===== src/rtl/uart_mmio_pkg.sv =====
// Shared register map constants and decode helper for the UART rx MMIO controller.
package uart_mmio_pkg;

    localparam logic [15:0] DATA_OFS = 16'd0;
    localparam logic [15:0] STAT_OFS = 16'd1;
    localparam logic [15:0] CTRL_OFS = 16'd2;

    localparam int unsigned ST_NE      = 0;
    localparam int unsigned ST_FULL    = 1;
    localparam int unsigned ST_OVR     = 2;
    localparam int unsigned ST_CNT_LSB = 3;

    localparam int unsigned CT_IRQEN = 0;
    localparam int unsigned CT_FLUSH = 1;

    localparam int unsigned DATA_VALID_BIT = 15;

    typedef enum logic [1:0] {
        REG_DATA = 2'd0,
        REG_STAT = 2'd1,
        REG_CTRL = 2'd2,
        REG_NONE = 2'd3
    } reg_sel_e;

    // Map a word offset from the base address onto a register select.
    function automatic reg_sel_e decode_ofs(input logic [15:0] ofs);
        reg_sel_e sel;
        sel = REG_NONE;
        if (ofs == DATA_OFS) sel = REG_DATA;
        else if (ofs == STAT_OFS) sel = REG_STAT;
        else if (ofs == CTRL_OFS) sel = REG_CTRL;
        return sel;
    endfunction

endpackage


===== src/rtl/byte_fifo.sv =====
// Byte FIFO with occupancy count; pop gated by !empty, push accepted when a slot is free or frees this cycle.
module byte_fifo #(
    parameter int unsigned DEPTH = 8
) (
    input  logic                     clock,
    input  logic                     reset,
    input  logic                     push,
    input  logic                     pop,
    input  logic                     flush,
    input  logic [7:0]               din,
    output logic [7:0]               dout,
    output logic [$clog2(DEPTH):0]   count,
    output logic                     full,
    output logic                     empty
);

    localparam int unsigned PTR_W = $clog2(DEPTH);
    localparam int unsigned CNT_W = PTR_W + 1;

    logic [7:0]       mem_q [DEPTH];
    logic [7:0]       mem_d [DEPTH];
    logic [PTR_W-1:0] wr_ptr_q, wr_ptr_d;
    logic [PTR_W-1:0] rd_ptr_q, rd_ptr_d;
    logic [CNT_W-1:0] count_q, count_d;
    logic             full_q, full_d;
    logic             empty_q, empty_d;
    logic             pop_ok;
    logic             push_ok;

    // Next-state for storage, pointers and flags; flush overrides any push/pop.
    always_comb begin
        mem_d    = mem_q;
        wr_ptr_d = wr_ptr_q;
        rd_ptr_d = rd_ptr_q;
        count_d  = count_q;
        pop_ok   = pop & ~empty_q;
        push_ok  = push & (~full_q | pop_ok);
        if (flush) begin
            wr_ptr_d = '0;
            rd_ptr_d = '0;
            count_d  = '0;
        end else begin
            if (push_ok) begin
                mem_d[wr_ptr_q] = din;
                wr_ptr_d        = PTR_W'(wr_ptr_q + 1'b1);
            end
            if (pop_ok) begin
                rd_ptr_d = PTR_W'(rd_ptr_q + 1'b1);
            end
            count_d = CNT_W'(count_q + CNT_W'(push_ok) - CNT_W'(pop_ok));
        end
        full_d  = (count_d == CNT_W'(DEPTH));
        empty_d = (count_d == '0);
    end

    // State registers.
    always_ff @(posedge clock or negedge reset) begin
        if (!reset) begin
            mem_q    <= '{default: '0};
            wr_ptr_q <= '0;
            rd_ptr_q <= '0;
            count_q  <= '0;
            full_q   <= 1'b0;
            empty_q  <= 1'b1;
        end else begin
            mem_q    <= mem_d;
            wr_ptr_q <= wr_ptr_d;
            rd_ptr_q <= rd_ptr_d;
            count_q  <= count_d;
            full_q   <= full_d;
            empty_q  <= empty_d;
        end
    end

    assign dout  = mem_q[rd_ptr_q];
    assign count = count_q;
    assign full  = full_q;
    assign empty = empty_q;

endmodule


===== src/rtl/uart_rx_mmio_ctrl.sv =====
// CPU-facing register block buffering UART rx bytes, with overrun tracking and level interrupt.
module uart_rx_mmio_ctrl
    import uart_mmio_pkg::*;
#(
    parameter logic [15:0] BASE_ADDR  = 16'hFF00,
    parameter int unsigned FIFO_DEPTH = 8,
    parameter int unsigned CNT_W      = $clog2(FIFO_DEPTH) + 1
) (
    input  logic        clock,
    input  logic        reset,
    input  logic [7:0]  rx_byte,
    input  logic        rx_valid,
    input  logic [15:0] addr,
    input  logic        rd_en,
    input  logic        wr_en,
    input  logic [15:0] wr_data,
    output logic [15:0] rd_data,
    output logic        rd_hit,
    output logic        irq
);

    logic [15:0]      rd_data_q, rd_data_d;
    logic             rd_hit_q, rd_hit_d;
    logic             irq_q, irq_d;
    logic             irq_en_q, irq_en_d;
    logic             ovr_q, ovr_d;

    reg_sel_e         sel;
    logic             pop_req;
    logic             pop_ok;
    logic             wr_stat;
    logic             wr_ctrl;
    logic             flush;
    logic             ovr_set;
    logic             ovr_clr;
    logic [15:0]      stat_word;

    logic [7:0]       fifo_dout;
    logic [CNT_W-1:0] fifo_count;
    logic             fifo_full;
    logic             fifo_empty;
    logic             unused_wr_bits;

    assign unused_wr_bits = ^wr_data[15:3];

    // Address decode and write/pop strobes.
    always_comb begin
        sel     = decode_ofs(16'(addr - BASE_ADDR));
        pop_req = rd_en & (sel == REG_DATA);
        pop_ok  = pop_req & ~fifo_empty;
        wr_stat = wr_en & (sel == REG_STAT);
        wr_ctrl = wr_en & (sel == REG_CTRL);
        flush   = wr_ctrl & wr_data[CT_FLUSH];
        ovr_set = rx_valid & fifo_full & ~pop_ok & ~flush;
        ovr_clr = (wr_stat & wr_data[ST_OVR]) | flush;
    end

    byte_fifo #(
        .DEPTH (FIFO_DEPTH)
    ) u_fifo (
        .clock (clock),
        .reset (reset),
        .push  (rx_valid),
        .pop   (pop_req),
        .flush (flush),
        .din   (rx_byte),
        .dout  (fifo_dout),
        .count (fifo_count),
        .full  (fifo_full),
        .empty (fifo_empty)
    );

    // Status word assembled from current (pre-edge) state.
    always_comb begin
        stat_word                           = '0;
        stat_word[ST_NE]                    = ~fifo_empty;
        stat_word[ST_FULL]                  = fifo_full;
        stat_word[ST_OVR]                   = ovr_q;
        stat_word[ST_CNT_LSB +: CNT_W]      = fifo_count;
    end

    // Control/overrun/irq next state and registered read mux.
    always_comb begin
        rd_data_d = rd_data_q;
        rd_hit_d  = 1'b0;
        irq_en_d  = irq_en_q;
        ovr_d     = ovr_q;

        if (wr_ctrl) irq_en_d = wr_data[CT_IRQEN];
        if (ovr_clr) ovr_d = 1'b0;
        if (ovr_set) ovr_d = 1'b1;

        if (rd_en && (sel != REG_NONE)) begin
            rd_hit_d = 1'b1;
            unique case (sel)
                REG_DATA: begin
                    rd_data_d = '0;
                    if (!fifo_empty) begin
                        rd_data_d[DATA_VALID_BIT] = 1'b1;
                        rd_data_d[7:0]            = fifo_dout;
                    end
                end
                REG_STAT: rd_data_d = stat_word;
                REG_CTRL: rd_data_d = {15'b0, irq_en_q};
                default:  rd_data_d = rd_data_q;
            endcase
        end

        irq_d = irq_en_q & (~fifo_empty | ovr_q);
    end

    // Register state.
    always_ff @(posedge clock or negedge reset) begin
        if (!reset) begin
            rd_data_q <= '0;
            rd_hit_q  <= 1'b0;
            irq_q     <= 1'b0;
            irq_en_q  <= 1'b0;
            ovr_q     <= 1'b0;
        end else begin
            rd_data_q <= rd_data_d;
            rd_hit_q  <= rd_hit_d;
            irq_q     <= irq_d;
            irq_en_q  <= irq_en_d;
            ovr_q     <= ovr_d;
        end
    end

    assign rd_data = rd_data_q;
    assign rd_hit  = rd_hit_q;
    assign irq     = irq_q;

endmodule


===== config.mk =====
export PLATFORM = sky130hd
export DESIGN_NAME = uart_rx_mmio_ctrl
export DESIGN_NICKNAME = d
export VERILOG_FILES = /design/src/rtl/uart_mmio_pkg.sv /design/src/rtl/byte_fifo.sv /design/src/rtl/uart_rx_mmio_ctrl.sv
export SDC_FILE = /design/constraint.sdc
export NUM_CORES = 1
export LEC_CHECK = 0
export CAP_MARGIN = 25
export CORE_AREA = 2 2 93 95
export DETAILED_ROUTE_END_ITERATION = 12
export DIE_AREA = 0 0 95 97
export PLACE_DENSITY_LB_ADDON = 0.15
export SYNTH_ARGS = -nofsm -noshare
export SYNTH_HDL_FRONTEND = slang
export SYNTH_SLANG_ARGS = --single-unit

===== constraint.sdc =====
create_clock -name clock -period 2.9 [get_ports clock]
set_input_delay 0.725 -clock clock [delete_from_list [all_inputs] [get_ports clock]]
set_output_delay 0.725 -clock clock [all_outputs]
set_load 0.02 [all_outputs]

==> results.md, run 1 <==
* Outcome: complete, but fails checks
* Failing checks: negative setup slack
* Netlist cell types at 46
* Critical path buffer and inverter count at 3
* Row Count at 33
* Dpl cells at 493
* # DRC at 0
* EDFF count, synth at 0
* Vias in the first global route at 3052
* First-pass GRT wire length at 15.41 mm
* CP arrival at 3.31 ns
* CTS tree: done
* GRT Total Usage at 21.97%
* DIE HEIGHT at 97 µm
* Sw Share at 30.16%
* Setup Skew at 0.009433 ns
* DP HPWL at 6.665 mm
* Synth top cells by count: 88 x dfrtp_1, 65 x mux2_2, 21 x nand2_1
* Worst path cell trace: buf_6 -> nor4_4 -> nand4_1 -> or4_4 -> nor2_4 -> ha_4 -> nand3b_4 -> buf_6 -> a2111oi_4 -> buf_6 -> nand3b_4 -> mux2_4
* Worst flop-to-flop path startpoint: u_fifo.empty
* Input/output buffers at 42
* FF-to-FF End: u_fifo.full
* Main synth FF type: dfrtp_1
* Vias per cell at 5.555
* CP Capture Type: flop
* Ranking of synthesized cells by area: dfrtp_1 51%, mux2_2 17%, mux4_2 4.2%, mux2i_1 3.9%, ha_1 2.9%
* Synth Instances at 327
* PwrDens at 807.5 nW/µm²
* Clock power share at 18.9%
* Mean routed wirelength per cell at 18.27 µm
* Async S/R FF share, synth at 100.0%
* Post-route setup slack at -0.1548 ns
* Starting Density at 53.01%
* H-tree levels at 3
* Sequential power share at 45.0%
* Post-layout minimum cycle time at 3.055 ns
* Critical Path RT at 3.15 ns
* Pwr Total at 4634 µW
* Largest net degree at the start of global routing at 53
* Reg2Reg Depth at 9
* Hold Crit Class: input pin to asynchronous set/reset pin
* Die Wd at 95 µm
* Slowest cell on crit path: or4_4
* Die area at 9215 µm²
* P_leak at 0.002567 µW
* Slew @ Worst Pin at 0.6528 ns
* Num CTS Buffers at 9
* Synth top area share at 51.07%
* Max Slew Vio Count at 0
* Clk slew on worst S/H paths at 0.09 ns
* Crit path max-delay family: simple AND/OR/NAND/NOR gates
* Root cell of the clock tree: clkbuf_8
* Final nets at 465
* Avg Cell Area, Syn at 13.19 µm²
* RePlAce Congestion at 0.7708
* Post-synth top area cell: dfrtp_1
* Drt first pass iters at 4
* Layout cells sized above 1 at 42.75%
* RSZ-0062 raised after global routing: true
* Final non-filler cell total at 519
* CTS Buffer Depth at 2
* Grt ovf at 0
* Peak supply drop at 0.5092 mV
* Ant. Diodes at 0
* Largest stage delay, worst path at 0.48 ns
* Yosys warning count at 0
* Relative slew slack at 56.48%
* Via count at 2883
* I/O pins at 63
* Initial antenna violation count at 0
* Fmax at 327.4 MHz
* Post-Syn Area at 4312 µm²
* First DRT Iteration DRCs at 82
* Post-synthesis sequential area ratio at 51.68%
* Reg2Reg Setup Slack at 0.74 ns
* Worst Path Max Fanout at 8
* Worst-Skew Late Latency at 0.36 ns
* #FFs+latches synth at 89
* Sw power at 1397 µW
* Top cell by count, worst path: buf_6
* Fin util at 70.54%
* Power Internal at 3236 µW
* Crit share post-route at 105.3%
* Post-detailed-routing wire length at 9.482 mm
* Core area at 8134 µm²
* Worst Setup Path Type: input pin to flop
* Max_cap viols at 0
* Logic gate share of total power at 36.1%
* Area grow syn2layout at 33.08%
* Fin. Hold Viols at 0
* ANT nets after route at 0
* Startpoint Class: input pin
* CTS Sinks at 89
* Most numerous cell in the Yosys netlist: dfrtp_1
* Endpoints failing setup at 52
## worst max-delay path by stage
stage	from	end	slack (ns)	cells after the start
CTS	addr[4]	u_fifo.mem_q[9]	-0.25	12
floorplan	addr[3]	u_fifo.full	-0.44	14
finish	addr[4]	u_fifo.mem_q[46]	-0.15	12
global placement	addr[3]	u_fifo.full	-0.92	15
detailed placement	addr[3]	u_fifo.full	-1.0	15
global route	addr[4]	u_fifo.mem_q[46]	-0.27	12
## what timing repair did
item,CTS,global route
setup buffers,9,1
pin swaps,16,8
setup endpoints to repair,80,77
gates resized for setup,42,9
hold buffers,0,0
## placed cells by master, fill, tap and decap left out, types with 2 or more instances in the layout
master,n
o21ai_1,7
nor3b_4,2
clkbuf_8,10
dfrtp_1,88
nand2b_1,3
clkdlybuf4s50_1,27
inv_6,2
ha_1,5
inv_1,8
and2_1,3
ha_4,5
mux2i_1,17
a31oi_1,2
mux2_2,32
mux4_2,8
xnor2_1,2
a22oi_1,6
mux2_4,33
conb_1,7
nor2_4,3
o211ai_1,2
buf_6,14
nand2_1,21
buf_12,3
nor2b_1,2
a221oi_2,7
xor2_1,3
dlygate4sd2_1,10
a21oi_2,2
a21oi_1,2
buf_4,29
clkinv_2,2
nand3b_4,3
nor2_1,12
## state kept, by name, indices dropped and copies added (netlist names)
register / flops
u_fifo.mem_q: 64
rd_data: 9
u_fifo.count: 4
u_fifo.rd_ptr_q: 3
u_fifo.wr_ptr_q: 3
irq: 1
irq_en_q: 1
ovr_q: 1
rd_hit: 1
u_fifo.empty: 1
u_fifo.full: 1
## worst register-to-register path: stages, from the launching register on
cell	delay, ns
dfstp_2	0.57
nand3b_4	0.18
clkinv_4	0.07
ha_4	0.26
inv_2	0.04
ha_4	0.15
fa_2	0.54
nor2_2	0.04
a21oi_2	0.14
nor2b_1	0.06
## final cells by class
| class | count | area [µm²] |
|---|---|---|
| inverter | 11 | 48.80 |
| clock buffer | 10 | 137.6 |
| multi-input combinational | 213 | 2318 |
| fill | 564 | 2396 |
| sequential | 89 | 2228 |
| tap | 105 | 131.4 |
| clock inverter | 6 | 65.06 |
| timing repair buffer | 85 | 808.3 |
## cell families after synthesis
group,count (synthesis),synth area share [%]
simple gates,62,8.184
mux,90,25.10
flops,89,51.68
other cells,1,0.08697
xor+xnor,6,1.219
compound gates,37,6.819
fa+ha+maj,11,3.366
buf+inv,31,3.540
## power by group through the flow
stage / Clock (µW) / Sequential [µW] / Combinational, µW
after floorplan: 0 / 1970 / 1320
after global placement: 0 / 2080 / 1510
after detailed placement: 0 / 2110 / 1560
after CTS: 893 / 2080 / 1680
after global routing: 942 / 2150 / 1820
final: 875 / 2090 / 1670
## metal layers
metal	vias up	global-route usage, %	routed length, µm
li1	1332	-	-
met1	1481	30.67	4387
met2	60	34.81	4635
met3	10	3.972	342
met4	0	7.023	116
met5	-	0	0
## metrics by stage
stage / setup slack, ns / TNS, ns / instance area (µm²) / hold slack [ns]
global placement: -0.9210 / -64.98 / 5349 / 0.4623
CTS: -0.2475 / -8.428 / 5684 / 0.3329
floorplan: -0.4380 / -19.69 / 4651 / 0.4294
finish: -0.1548 / -4.427 / 5738 / 0.3196
detailed placement: -0.9962 / -67.86 / 5349 / 0.4733
global route: -0.2653 / -10.46 / 5738 / 0.3506
No activity file was read; power rests on OpenSTA's default activity.
==> run 2: changes to the inputs <==
--- a/config.mk
+++ b/config.mk
@@ -9,6 +9,7 @@
 export CORE_AREA = 2 2 93 95
 export DETAILED_ROUTE_END_ITERATION = 12
 export DIE_AREA = 0 0 95 97
+export GPL_ROUTABILITY_DRIVEN = 0
 export PLACE_DENSITY_LB_ADDON = 0.15
 export SYNTH_ARGS = -nofsm -noshare
 export SYNTH_HDL_FRONTEND = slang
==> results of run 2 <==
Final layout, timing and power as in run 1 (identical DEF).
